`config.mk`:
```
export PLATFORM = sky130hd
export DESIGN_NAME = chunked_serial_adder
export DESIGN_NICKNAME = d
export VERILOG_FILES = /design/src/rtl/chunked_adder_pkg.sv /design/src/rtl/chunk_ripple_adder.sv /design/src/rtl/chunked_serial_adder.sv
export SDC_FILE = /design/constraint.sdc
export NUM_CORES = 1
export LEC_CHECK = 0
export CORE_AREA = 10 10 125 127
export CTS_CLUSTER_SIZE = 24
export DETAILED_ROUTE_END_ITERATION = 8
export DIE_AREA = 0 0 135 137
export DONT_BUFFER_PORTS = 1
export SYNTH_ARGS = -nofsm -noshare
export SYNTH_HDL_FRONTEND = slang
export SYNTH_SLANG_ARGS = --single-unit
```
`constraint.sdc`:
```
create_clock -name clk -period 9.5 [get_ports clk]
set_input_delay 1.9 -clock clk [delete_from_list [all_inputs] [get_ports clk]]
set_output_delay 1.9 -clock clk [all_outputs]
set_load 0.02 [all_outputs]
```
`src/rtl/chunked_adder_pkg.sv`:
```
// Shared types and helpers for the chunked serial adder.
// Holds the controller state encoding and the chunk-index width helper.
package chunked_adder_pkg;

  // Controller states: waiting for operands, adding chunks, holding result.
  typedef enum logic [1:0] {
    ST_IDLE = 2'd0,
    ST_BUSY = 2'd1,
    ST_DONE = 2'd2
  } state_e;

  // Width of the chunk index register; never narrower than one bit so a
  // single-chunk configuration still has a legal register.
  function automatic int idx_width(input int nchunk);
    if (nchunk <= 1) begin
      return 1;
    end else begin
      return $clog2(nchunk);
    end
  endfunction

endpackage : chunked_adder_pkg

```
`src/rtl/chunk_ripple_adder.sv`:
```
// Purely combinational CHUNK-bit ripple-carry adder built from 1-bit full
// adders. The serial adder reuses one instance for every chunk.
module chunk_ripple_adder #(
  parameter int CHUNK = 8
) (
  input  logic [CHUNK-1:0] a,
  input  logic [CHUNK-1:0] b,
  input  logic             cin,
  output logic [CHUNK-1:0] sum,
  output logic             cout
);

  logic [CHUNK:0] carry_s;

  // Ripple the carry through CHUNK full adders, LSB first.
  always_comb begin
    carry_s    = '0;
    sum        = '0;
    carry_s[0] = cin;
    for (int i = 0; i < CHUNK; i++) begin
      sum[i]       = a[i] ^ b[i] ^ carry_s[i];
      carry_s[i+1] = (a[i] & b[i]) | (carry_s[i] & (a[i] ^ b[i]));
    end
    cout = carry_s[CHUNK];
  end

endmodule : chunk_ripple_adder

```
`src/rtl/chunked_serial_adder.sv`:
```
// Multi-cycle unsigned adder: {cout,sum} = a + b + cin, processed CHUNK bits
// per clock with the carry registered between chunks, so the critical path
// is a single CHUNK-bit ripple. Valid/ready on both sides, one operation in
// flight.
// Optional build macro CHUNKED_ADDER_OVF_EN adds the 'ovf' output (signed
// two's-complement overflow, registered with cout).
module chunked_serial_adder
  import chunked_adder_pkg::*;
#(
  parameter int WIDTH = 32,
  parameter int CHUNK = 8
) (
  input  logic             clk,
  input  logic             rst_n,
  input  logic             in_valid,
  output logic             in_ready,
  input  logic [WIDTH-1:0] a,
  input  logic [WIDTH-1:0] b,
  input  logic             cin,
  output logic             out_valid,
  input  logic             out_ready,
  output logic [WIDTH-1:0] sum,
  output logic             cout
`ifdef CHUNKED_ADDER_OVF_EN
  ,
  output logic             ovf
`endif
);

  localparam int NCHUNK = WIDTH / CHUNK;
  localparam int IDXW   = idx_width(NCHUNK);

  state_e             state_q, state_d;
  logic [IDXW-1:0]    idx_q, idx_d;
  logic [WIDTH-1:0]   a_q, a_d;
  logic [WIDTH-1:0]   b_q, b_d;
  logic               carry_q, carry_d;
  logic [WIDTH-1:0]   sum_q, sum_d;
  logic               cout_q, cout_d;
  logic               in_ready_q, in_ready_d;
  logic               out_valid_q, out_valid_d;
`ifdef CHUNKED_ADDER_OVF_EN
  logic               ovf_q, ovf_d;
`endif

  logic [CHUNK-1:0]   a_chunk_s;
  logic [CHUNK-1:0]   b_chunk_s;
  logic [CHUNK-1:0]   chunk_sum_s;
  logic               chunk_cout_s;
  logic               last_chunk_s;
  logic [WIDTH-1:0]   sum_wr_s;
  logic               carry_into_msb_s;

  // The latched operands are shifted right once per chunk, so the chunk
  // being added is always the low CHUNK bits; no wide operand mux is needed.
  assign a_chunk_s    = a_q[CHUNK-1:0];
  assign b_chunk_s    = b_q[CHUNK-1:0];
  assign last_chunk_s = (idx_q == IDXW'(NCHUNK - 1));

  chunk_ripple_adder #(
    .CHUNK (CHUNK)
  ) u_chunk_add (
    .a    (a_chunk_s),
    .b    (b_chunk_s),
    .cin  (carry_q),
    .sum  (chunk_sum_s),
    .cout (chunk_cout_s)
  );

  // On the last chunk the adder's top bit is the word MSB; recover the carry
  // that entered it from the MSB sum bit and operand bits.
  always_comb begin
    carry_into_msb_s = a_chunk_s[CHUNK-1] ^ b_chunk_s[CHUNK-1] ^ chunk_sum_s[CHUNK-1];
  end

  // Merge the current chunk result into its slot; other slots keep prior bits.
  always_comb begin
    sum_wr_s = sum_q;
    for (int i = 0; i < NCHUNK; i++) begin
      if (idx_q == IDXW'(i)) begin
        sum_wr_s[i*CHUNK +: CHUNK] = chunk_sum_s;
      end else begin
        sum_wr_s[i*CHUNK +: CHUNK] = sum_q[i*CHUNK +: CHUNK];
      end
    end
  end

  // Controller: accept in IDLE, one chunk per cycle in BUSY, hold in DONE.
  always_comb begin
    state_d     = state_q;
    idx_d       = idx_q;
    a_d         = a_q;
    b_d         = b_q;
    carry_d     = carry_q;
    sum_d       = sum_q;
    cout_d      = cout_q;
    out_valid_d = out_valid_q;
`ifdef CHUNKED_ADDER_OVF_EN
    ovf_d       = ovf_q;
`endif
    case (state_q)
      ST_IDLE: begin
        if (in_valid && in_ready_q) begin
          a_d     = a;
          b_d     = b;
          carry_d = cin;
          idx_d   = '0;
          state_d = ST_BUSY;
        end else begin
          state_d = ST_IDLE;
        end
      end
      ST_BUSY: begin
        a_d     = a_q >> CHUNK;
        b_d     = b_q >> CHUNK;
        carry_d = chunk_cout_s;
        sum_d   = sum_wr_s;
        if (last_chunk_s) begin
          cout_d      = chunk_cout_s;
`ifdef CHUNKED_ADDER_OVF_EN
          ovf_d       = carry_into_msb_s ^ chunk_cout_s;
`endif
          out_valid_d = 1'b1;
          idx_d       = '0;
          state_d     = ST_DONE;
        end else begin
          idx_d       = idx_q + IDXW'(1);
          state_d     = ST_BUSY;
        end
      end
      ST_DONE: begin
        if (out_ready) begin
          out_valid_d = 1'b0;
          state_d     = ST_IDLE;
        end else begin
          out_valid_d = 1'b1;
          state_d     = ST_DONE;
        end
      end
      default: begin
        out_valid_d = 1'b0;
        idx_d       = '0;
        state_d     = ST_IDLE;
      end
    endcase
    in_ready_d = (state_d == ST_IDLE);
  end

  // State and datapath registers with asynchronous reset.
  always_ff @(posedge clk or negedge rst_n) begin
    if (!rst_n) begin
      state_q     <= ST_IDLE;
      idx_q       <= '0;
      a_q         <= '0;
      b_q         <= '0;
      carry_q     <= 1'b0;
      sum_q       <= '0;
      cout_q      <= 1'b0;
      in_ready_q  <= 1'b1;
      out_valid_q <= 1'b0;
    end else begin
      state_q     <= state_d;
      idx_q       <= idx_d;
      a_q         <= a_d;
      b_q         <= b_d;
      carry_q     <= carry_d;
      sum_q       <= sum_d;
      cout_q      <= cout_d;
      in_ready_q  <= in_ready_d;
      out_valid_q <= out_valid_d;
    end
  end

`ifdef CHUNKED_ADDER_OVF_EN
  // Overflow flag register, captured together with cout.
  always_ff @(posedge clk or negedge rst_n) begin
    if (!rst_n) begin
      ovf_q <= 1'b0;
    end else begin
      ovf_q <= ovf_d;
    end
  end

  assign ovf = ovf_q;
`else
  // Overflow path not built; keep the MSB-carry term visibly consumed.
  logic unused_ovf_s;
  assign unused_ovf_s = carry_into_msb_s;
`endif

  assign in_ready  = in_ready_q;
  assign out_valid = out_valid_q;
  assign sum       = sum_q;
  assign cout      = cout_q;

endmodule : chunked_serial_adder
```
==> results.txt, run 1 <==
run status = completed
Clock Skews = 0.00732 ns
die height = 137 um
Syn Inst Count = 328
layer with the highest usage = met2
first-pass GRT wire length = 16.5 mm
Critical Path, Cell by Cell = fa_1 > inv_1 > fa_1 > inv_1 > fa_1 > fa_1 > fa_1 > fa_1 > fa_1 > inv_1 > fa_1 > o21ai_0
clock slew at reported path FFs = 0.08 ns
Hold Crit Class = flop to flop
setup slack on the worst flop-to-flop path = 5.58 ns
area added between synthesis and finish = 8.46%
setup-violating endpoint count in the final report = 0
starting density of the core = 37.3%
Slew Viols, Final = 0
Hold Path Sink = b_q[31]
global-route congestion overflow total = 0
total area of multi-input combinational cells = 2110 sq um
hold-fix buffers at CTS = 0
fmax = 0.255 GHz
final critical delay including setup and external delays = 3.92 ns
combinational fraction of design power = 43.5%
warning count from the yosys run = 0
Reg area = 2600 sq um
global router's overall resource usage = 11.7%
final WL = 10.6 mm
num ports = 104
number of distinct standard cells referenced by the synthesized netlist = 25
met2 usage in global routing = 17.9%
power density cells = 424 nW/um^2
count of endpoints failing hold in the final timing report = 0
clock tree from TritonCTS = done
crit start category = flop
number of cells upsized or downsized after cts = 0
number of maximum-capacitance constraint violations = 0
endpoint type of the worst setup path = flop
total of flip-flops plus latches after synthesis = 104
largest fanout of any net on the critical path = 4
layout filler cell count = 1252
clock latency on the worst-skew pair = 0.35 ns
Sw Share = 37.5%
1st-iter DRT viols = 142
number of sinks on the clock net = 104
reg2reg end = sum[15]
design internal power = 1.40 mW
R2R Path Start = a_q[0]
half-perimeter wire length after detailed placement = 7.47 mm
arrival time worst endpoint = 4.18 ns
share of cells above drive strength 1 = 42.9%
Total Negative Setup Slacks = 0 ns
Relative slew margins = 33.6%
weighted congestion reported at the end of routability-driven placement = 0.736
per-cell routed wire length = 20.8 um
die extent in x = 135 um
top library cells by usage in the layout, fill and taps aside = 103 x sky130_fd_sc_hd__dfrtp_1, 84 x sky130_fd_sc_hd__mux2_2, 30 x sky130_fd_sc_hd__mux2_4
startpoint of the most critical hold path = b_q[31]
final critical-path setup slack = 5.58 ns
IO Port Bufs = 0
antenna diode count = 0
depth of the CTS H-tree = 3
share of power burned in the clock network = 16.2%
Post-Synthesis Cell Area = 4880 sq um
vias after detailed routing = 2535
number of buffers added for setup after CTS = 0
Core Region = 13100 sq um
Max IR drop VDD = 0.135 mV
met3 capacity usage during global routing = 5.61%
delay of the slowest cell on the worst path = 0.45 ns
Std-Cell Rows = 42
number of nets in the finished design = 411
leading cell type in the layout, fill and taps excluded = sky130_fd_sc_hd__dfrtp_1
ys async rst share = 100%
sw power = 0.841 mW
via count of the first global-routing pass = 2769
setup repair after global routing missed its margin = no
WHS Path Cells = 1
Die Outline Area = 18500 sq um
met1 global-route usage = 14.2%
Critical Setup Path Class = flop to flop
CP max stage cell = sky130_fd_sc_hd__fa_1
number of synthesized flops with an enable pin = 0
maximum number of pins on one net before global-route repair = 105
Top FF cell, synth = sky130_fd_sc_hd__dfrtp_1
final hold slack = 0.498 ns
Post-route DRC = 0
R2R cell count = 12
post-synthesis average cell area = 14.9 sq um
Worst Max-Slew Pin Slew = 0.995 ns
number of CTS-inserted buffers = 9
crit-path most repeated cell = sky130_fd_sc_hd__fa_1
number of antenna violations at the first check in global routing = 1
Static Leakage = 2.44 nW
routed vias/inst = 5.00
Longest Clk Path Bufs = 2
number of optimization iterations in the first detailed-route pass = 4
post-placement worst setup slack = 5.59 ns
final clock period utilization by the worst path = 41.3%
number of antenna-violating nets in the routed design = 0
number of nets in the synthesized netlist = 413
share of the yosys chip area belonging to registers = 53.4%
total design power = 2.24 mW
required time of the critical path = 9.76 ns
clock root buffer = sky130_fd_sc_hd__clkbuf_16
relative contribution of sequential cells to total power = 40.3%
how the worst max path moves through the flow:
stage	endpoint	slack [ns]	startpoint
2_1_floorplan	sum[15]	5.87	a_q[0]
3_3_place_gp	sum[31]	5.77	a_q[0]
3_5_place_dp	sum[31]	5.59	a_q[0]
4_1_cts	sum[15]	5.56	a_q[0]
5_1_grt	sum[31]	5.42	a_q[0]
6_report	sum[15]	5.58	a_q[0]
critical path: cells and delay by family (launching register included):
family | cells | cell delay, ns
buffers and inverters | 3 | 0.21
adders and majority gates | 8 | 3.00
DFF | 1 | 0.41
AOI/OAI and AO/OA | 1 | 0.20
power by group through the flow:
stage | clock [mW] | combinational, mW | sequential (mW)
final | 0.363 | 0.977 | 0.903
after CTS | 0.376 | 1.00 | 0.909
after global placement | 0 | 0.958 | 0.909
after floorplan | 0 | 0.849 | 0.852
after detailed placement | 0 | 0.995 | 0.917
after global routing | 0.393 | 1.08 | 0.935
flip-flops by register name, summed over array words and instances (netlist names):
| signal | flops |
|---|---|
| idx_q | 2 |
| sum | 32 |
| a_q | 32 |
| b_q | 32 |
| state_q | 2 |
| carry_q | 1 |
| out_valid | 1 |
| in_ready | 1 |
| cout | 1 |
logic make-up after synthesis:
logic type      count (synthesis)  share of synthesized area (%)
compound gates                 33                           4.85
fa+ha+maj                      16                           5.33
buf+inv                        29                           3.59
flops                         104                           53.4
mux                           123                           30.5
simple gates                   23                           2.39
synthesized netlist by cell type (2+ instances only):
| master | number | area share [%] |
|---|---|---|
| sky130_fd_sc_hd__a21oi_1 | 3 | 0.31 |
| sky130_fd_sc_hd__a22o_1 | 16 | 2.9 |
| sky130_fd_sc_hd__buf_2 | 8 | 0.82 |
| sky130_fd_sc_hd__buf_6 | 7 | 1.6 |
| sky130_fd_sc_hd__dfrtp_1 | 103 | 53 |
| sky130_fd_sc_hd__fa_1 | 8 | 3.3 |
| sky130_fd_sc_hd__ha_1 | 8 | 2.1 |
| sky130_fd_sc_hd__inv_1 | 12 | 0.92 |
| sky130_fd_sc_hd__mux2_2 | 84 | 19 |
| sky130_fd_sc_hd__mux2_4 | 30 | 9.2 |
| sky130_fd_sc_hd__mux2i_1 | 9 | 1.8 |
| sky130_fd_sc_hd__nand2_1 | 12 | 0.92 |
| sky130_fd_sc_hd__nand2_2 | 3 | 0.38 |
| sky130_fd_sc_hd__nand2b_1 | 3 | 0.38 |
| sky130_fd_sc_hd__nor2_1 | 2 | 0.15 |
| sky130_fd_sc_hd__o21ai_0 | 11 | 1.1 |
final cells by class:
cell class / count / share of cell area, %
flip-flops and latches: 104 / 49.2
multi-input cells: 195 / 39.9
clock buffers: 9 / 4.26
well taps: 176 / 4.16
clock inverters: 7 / 1.16
inverters: 13 / 0.922
repair buffers: 3 / 0.426
per-layer routing:
metal	vias to the layer above	share of wire (%)	wire length (um)
met4	2	1.2	129
met5	-	0.19	20
met1	1273	42	4450
li1	1166	-	-
met2	83	47	4990
met3	11	9.3	978
metrics by stage:
| step | area, sq um | std cells | util [%] |
|---|---|---|---|
| detailed placement | 5000 | 491 | 38.2 |
| finish | 5290 | 507 | 40.4 |
| floorplan | 4880 | 328 | - |
| global placement | 5000 | 491 | 38.2 |
| global route | 5290 | 507 | 40.4 |
| CTS | 5290 | 507 | 40.4 |
No activity file was read; power rests on OpenSTA's default activity.
==> run 2: changes to the inputs <==
clock period = 4 ns   (was 9.5 ns; I/O delays follow)
==> run 2 against run 1 <==
Critical path depth did not move. Largest cell class unchanged. Utilization rose by 0.21 points. First-iteration DRC count fell by 16%. Count of clock-buffer cells in the layout did not move. Critical path type unchanged. Worst hold slack got worse by 0.36 ns. Routed wire length fell by 1.7%. Maximum frequency rose by 1.8%. Final cell count fell by 0.20%. Sequential cell count did not move.
==> results.txt, run 2 (same netlist as run 1, synthesis figures left out) <==
number of optimization iterations in the first detailed-route pass = 4
half-perimeter wire length after detailed placement = 7.59 mm
Clock Skews = 0.00999 ns
Slew Viols, Final = 0
Die Outline Area = 18500 sq um
Max IR drop VDD = 0.350 mV
final critical delay including setup and external delays = 3.85 ns
Core Region = 13100 sq um
die height = 137 um
share of cells above drive strength 1 = 42.7%
fmax = 0.259 GHz
CP max stage cell = sky130_fd_sc_hd__fa_1
first-pass GRT wire length = 16.2 mm
final critical-path setup slack = 0.145 ns
vias after detailed routing = 2511
Core Util, Final = 40.6%
final WL = 10.4 mm
power density cells = 1010 nW/um^2
Critical Path, Cell by Cell = fa_1 > inv_1 > fa_1 > inv_1 > fa_1 > fa_1 > fa_1 > fa_1 > fa_1 > inv_1 > fa_1 > o21ai_1
hold-fix buffers at CTS = 0
post-detailed-placement cell area = 5000 sq um
1st-iter DRT viols = 119
antenna diode count = 0
final instance area = 5320 sq um
required time of the critical path = 4.27 ns
IO Port Bufs = 0
CP top delay family = adder cells
Static Leakage = 2.45 nW
largest fanout of any net on the critical path = 4
Post-route DRC = 0
arrival time worst endpoint = 4.13 ns
clock slew at reported path FFs = 0.08 ns
clock latency on the worst-skew pair = 0.35 ns
global-route congestion overflow total = 0
number of nets in the finished design = 410
die extent in x = 135 um
final hold slack = 0.133 ns
final clock period utilization by the worst path = 96.4%
via count of the first global-routing pass = 2755
sum of buffers and inverters on the critical path = 3
Worst Max-Slew Pin Slew = 1.09 ns
number of CTS-inserted buffers = 9
endpoint type of the worst setup path = flop
run status = completed
number of antenna-violating nets in the routed design = 0
met1 global-route usage = 13.9%
Hold Crit Class = primary input to asynchronous set/reset pin
setup-violating endpoint count in the final report = 0
total design power = 5.38 mW
layout filler cell count = 1208
crit-path most repeated cell = sky130_fd_sc_hd__fa_1
setup repair after global routing missed its margin = no
number of sinks on the clock net = 104
crit start category = flop
post-placement worst setup slack = 0.0891 ns
area added between synthesis and finish = 9.03%
leading cell type in the layout, fill and taps excluded = sky130_fd_sc_hd__dfrtp_1
top library cells by usage in the layout, fill and taps aside = 103 x sky130_fd_sc_hd__dfrtp_1, 84 x sky130_fd_sc_hd__mux2_2, 30 x sky130_fd_sc_hd__mux2_4
count of endpoints failing hold in the final timing report = 0
num ports = 104
maximum number of pins on one net before global-route repair = 105
depth of the CTS H-tree = 3
layer with the highest usage = met2
Total Negative Setup Slacks = 0 ns
routed vias/inst = 4.96
Relative slew margins = 27.1%
met2 usage in global routing = 17.8%
clock root buffer = sky130_fd_sc_hd__clkbuf_16
number of buffers added for setup after CTS = 0
starting density of the core = 37.3%
number of antenna violations at the first check in global routing = 0
post-placement cell count = 490
per-cell routed wire length = 20.5 um
global router's overall resource usage = 11.4%
Std-Cell Rows = 42
clock tree from TritonCTS = done
number of maximum-capacitance constraint violations = 0
weighted congestion reported at the end of routability-driven placement = 0.753
number of cells upsized or downsized after cts = 0
Longest Clk Path Bufs = 2
number of standard cells in the layout, taps in and fillers out = 506
Critical Setup Path Class = flop to flop
met3 capacity usage during global routing = 6.01%
delay of the slowest cell on the worst path = 0.46 ns
[run 2: final cells by class]
type / count / area, sq um / share of cell area, %
repair buffers: 2 / 15.0 / 0.282
flip-flops and latches: 104 / 2600 / 49.0
clock buffers: 9 / 225 / 4.23
well taps: 176 / 220 / 4.14
clock inverters: 7 / 96.3 / 1.81
inverters: 13 / 48.8 / 0.917
multi-input cells: 195 / 2110 / 39.7
[run 2: final timing paths]
check | start | to | slack, ns | depth (start not counted)
min | rst_n | sum[12] | 0.13 | 0
min reg2reg | b_q[30] | b_q[30] | 0.50 | 1
max reg2reg | a_q[0] | sum[7] | 0.15 | 12
max in group asynchronous | rst_n | in_ready | 3.66 | 0
max | a_q[0] | sum[7] | 0.15 | 12
min in group clk | b_q[30] | b_q[30] | 0.50 | 1
[run 2: routing by layer]
layer	part of all wire (%)	vias to the layer above
met3	9.7	7
met5	0	-
met4	0.80	0
met2	47	78
li1	-	1155
met1	42	1271
[run 2: power breakdown]
part | switching [mW] | total, mW | internal [mW]
Sequential | 0.569 | 2.14 | 1.58
Combinational | 0.990 | 2.31 | 1.32
Clock | 0.425 | 0.931 | 0.506
[run 2: worst reg2reg max path: stages (launching register included)]
cell and delay [ns]:
sky130_fd_sc_hd__dfrtp_1 0.41, sky130_fd_sc_hd__fa_1 0.42, sky130_fd_sc_hd__inv_1 0.07, sky130_fd_sc_hd__fa_1 0.15
sky130_fd_sc_hd__inv_1 0.05, sky130_fd_sc_hd__fa_1 0.40, sky130_fd_sc_hd__fa_1 0.40, sky130_fd_sc_hd__fa_1 0.39
sky130_fd_sc_hd__fa_1 0.39, sky130_fd_sc_hd__fa_1 0.38, sky130_fd_sc_hd__inv_1 0.08, sky130_fd_sc_hd__fa_1 0.46
sky130_fd_sc_hd__o21ai_1 0.18
==> run 3: changes to the inputs <==
CAP_MARGIN = 20   (was unset)
MAX_ROUTING_LAYER = met4   (was unset)
==> run 3 against run 2 <==
First-iteration DRC count grew 28%. Worst hold slack lost 0.0029 ns. Utilization is the same. Cell area is the same. Non-clock buffer count is the same. Power is essentially flat. Die area is the same. Clock power grew 0.4%. Largest power group unchanged. Highest routed layer unchanged.
==> results.txt, run 3 (same netlist as run 1, synthesis figures left out) <==
run status = completed
fmax = 0.259 GHz
number of sinks on the clock net = 104
routed vias/inst = 4.97
total area of multi-input combinational cells = 2110 sq um
num ports = 104
Longest Clk Path Bufs = 2
Relative slew margins = 28.0%
Die Outline Area = 18500 sq um
depth of the CTS H-tree = 3
global router's overall resource usage = 11.8%
arrival time worst endpoint = 4.14 ns
clock slew at reported path FFs = 0.08 ns
share of cells above drive strength 1 = 42.7%
Clock Skews = 0.00731 ns
maximum number of pins on one net before global-route repair = 105
final instance area = 5320 sq um
weighted congestion reported at the end of routability-driven placement = 0.763
layout filler cell count = 1208
setup-violating endpoint count in the final report = 0
power density cells = 1010 nW/um^2
clock tree from TritonCTS = done
top library cells by usage in the layout, fill and taps aside = 103 x sky130_fd_sc_hd__dfrtp_1, 84 x sky130_fd_sc_hd__mux2_2, 30 x sky130_fd_sc_hd__mux2_4
per-cell routed wire length = 20.5 um
starting density of the core = 37.3%
endpoint type of the worst setup path = flop
reg2reg end = sum[7]
Slew Viols, Final = 0
clock root buffer = sky130_fd_sc_hd__clkbuf_16
number of CTS-inserted buffers = 9
leading cell type in the layout, fill and taps excluded = sky130_fd_sc_hd__dfrtp_1
Total Negative Setup Slacks = 0 ns
setup repair after global routing missed its margin = no
post-detailed-placement cell area = 5000 sq um
R2R cell count = 12
global-route congestion overflow total = 0
number of maximum-capacitance constraint violations = 0
number of antenna-violating nets in the routed design = 0
IO Port Bufs = 0
vias after detailed routing = 2516
setup slack on the worst flop-to-flop path = 0.14 ns
number of optimization iterations in the first detailed-route pass = 4
half-perimeter wire length after detailed placement = 7.59 mm
die height = 137 um
number of antenna violations at the first check in global routing = 0
Static Leakage = 2.45 nW
Reg area = 2600 sq um
Critical Setup Path Class = flop to flop
hold-fix buffers at CTS = 0
largest fanout of any net on the critical path = 4
clock latency on the worst-skew pair = 0.35 ns
die extent in x = 135 um
Std-Cell Rows = 42
crit start category = flop
final critical delay including setup and external delays = 3.86 ns
area added between synthesis and finish = 9.03%
Hold Crit Class = primary input to asynchronous set/reset pin
Max IR drop VDD = 0.350 mV
Post-route DRC = 0
number of nets in the finished design = 410
count of endpoints failing hold in the final timing report = 0
first-pass GRT wire length = 16.2 mm
Core Util, Final = 40.6%
Core Region = 13100 sq um
Worst Max-Slew Pin Slew = 1.08 ns
via count of the first global-routing pass = 2763
antenna diode count = 0
final clock period utilization by the worst path = 96.5%
number of buffers added for setup after CTS = 0
final WL = 10.4 mm
1st-iter DRT viols = 152
R2R Path Start = a_q[0]
required time of the critical path = 4.28 ns
[run 3: cell counts in the layout (fill, tap and decap cells not counted)]
No cell type changed its count.
[run 3: stage by stage]
stage               hold WS (ns)  instances  total power, mW  setup slack, ns
floorplan                  0.467        328             4.04            0.373
global placement           0.482        490             4.42            0.227
detailed placement         0.486        490             4.53           0.0891
CTS                        0.117        506             5.48           0.0645
global route               0.110        506             5.77          0.00203
finish                     0.131        506             5.39            0.139
[run 3: worst max path at each step]
stage          slack (ns)  cells past startpoint   start  endpoint
2_1_floorplan        0.37                     12  a_q[0]   sum[15]
3_3_place_gp         0.23                     12  a_q[0]   sum[31]
3_5_place_dp         0.09                     12  a_q[0]    sum[7]
4_1_cts              0.06                     12  a_q[0]    sum[7]
5_1_grt             0.002                     12  a_q[0]   sum[15]
6_report             0.14                     12  a_q[0]    sum[7]
[run 3: cell type report]
type,count,share of cell area (%)
Clock buffer,9,4.23
Clock inverter,7,1.81
Inverter,13,0.917
Multi-Input combinational cell,195,39.7
Sequential cell,104,49.0
Tap cell,176,4.14
Timing Repair Buffer,2,0.282
[run 3: metal layers]
| metal | global-route usage [%] | part of all wire [%] | routed length (um) | up-vias |
|---|---|---|---|---|
| li1 | - | - | - | 1157 |
| met5 | - | 0 | 0 | - |
| met2 | 17.9 | 47 | 4880 | 80 |
| met1 | 13.9 | 43 | 4480 | 1272 |
| met3 | 5.76 | 9.1 | 948 | 7 |
| met4 | 2.33 | 0.68 | 71 | 0 |
[run 3: what timing repair did]
| action | in CTS | in global routing |
|---|---|---|
| setup endpoints to repair | 0 | 3 |
| hold endpoints to repair | 0 | 0 |
| gates resized for setup | 0 | 3 |
[run 3: critical path: stages, from the launching register on]
cell and delay (ns):
sky130_fd_sc_hd__dfrtp_1 0.41, sky130_fd_sc_hd__fa_1 0.42, sky130_fd_sc_hd__inv_1 0.07, sky130_fd_sc_hd__fa_1 0.15
sky130_fd_sc_hd__inv_1 0.05, sky130_fd_sc_hd__fa_1 0.40, sky130_fd_sc_hd__fa_1 0.40, sky130_fd_sc_hd__fa_1 0.39
sky130_fd_sc_hd__fa_1 0.39, sky130_fd_sc_hd__fa_1 0.38, sky130_fd_sc_hd__inv_1 0.08, sky130_fd_sc_hd__fa_1 0.46
sky130_fd_sc_hd__o21ai_1 0.18
[run 3: power breakdown]
part / leakage [nW] / internal, mW / total (mW) / switching, mW
Clock: 0.155 / 0.506 / 0.935 / 0.429
Sequential: 1.29 / 1.58 / 2.14 / 0.567
Combinational: 1.00 / 1.32 / 2.31 / 0.990
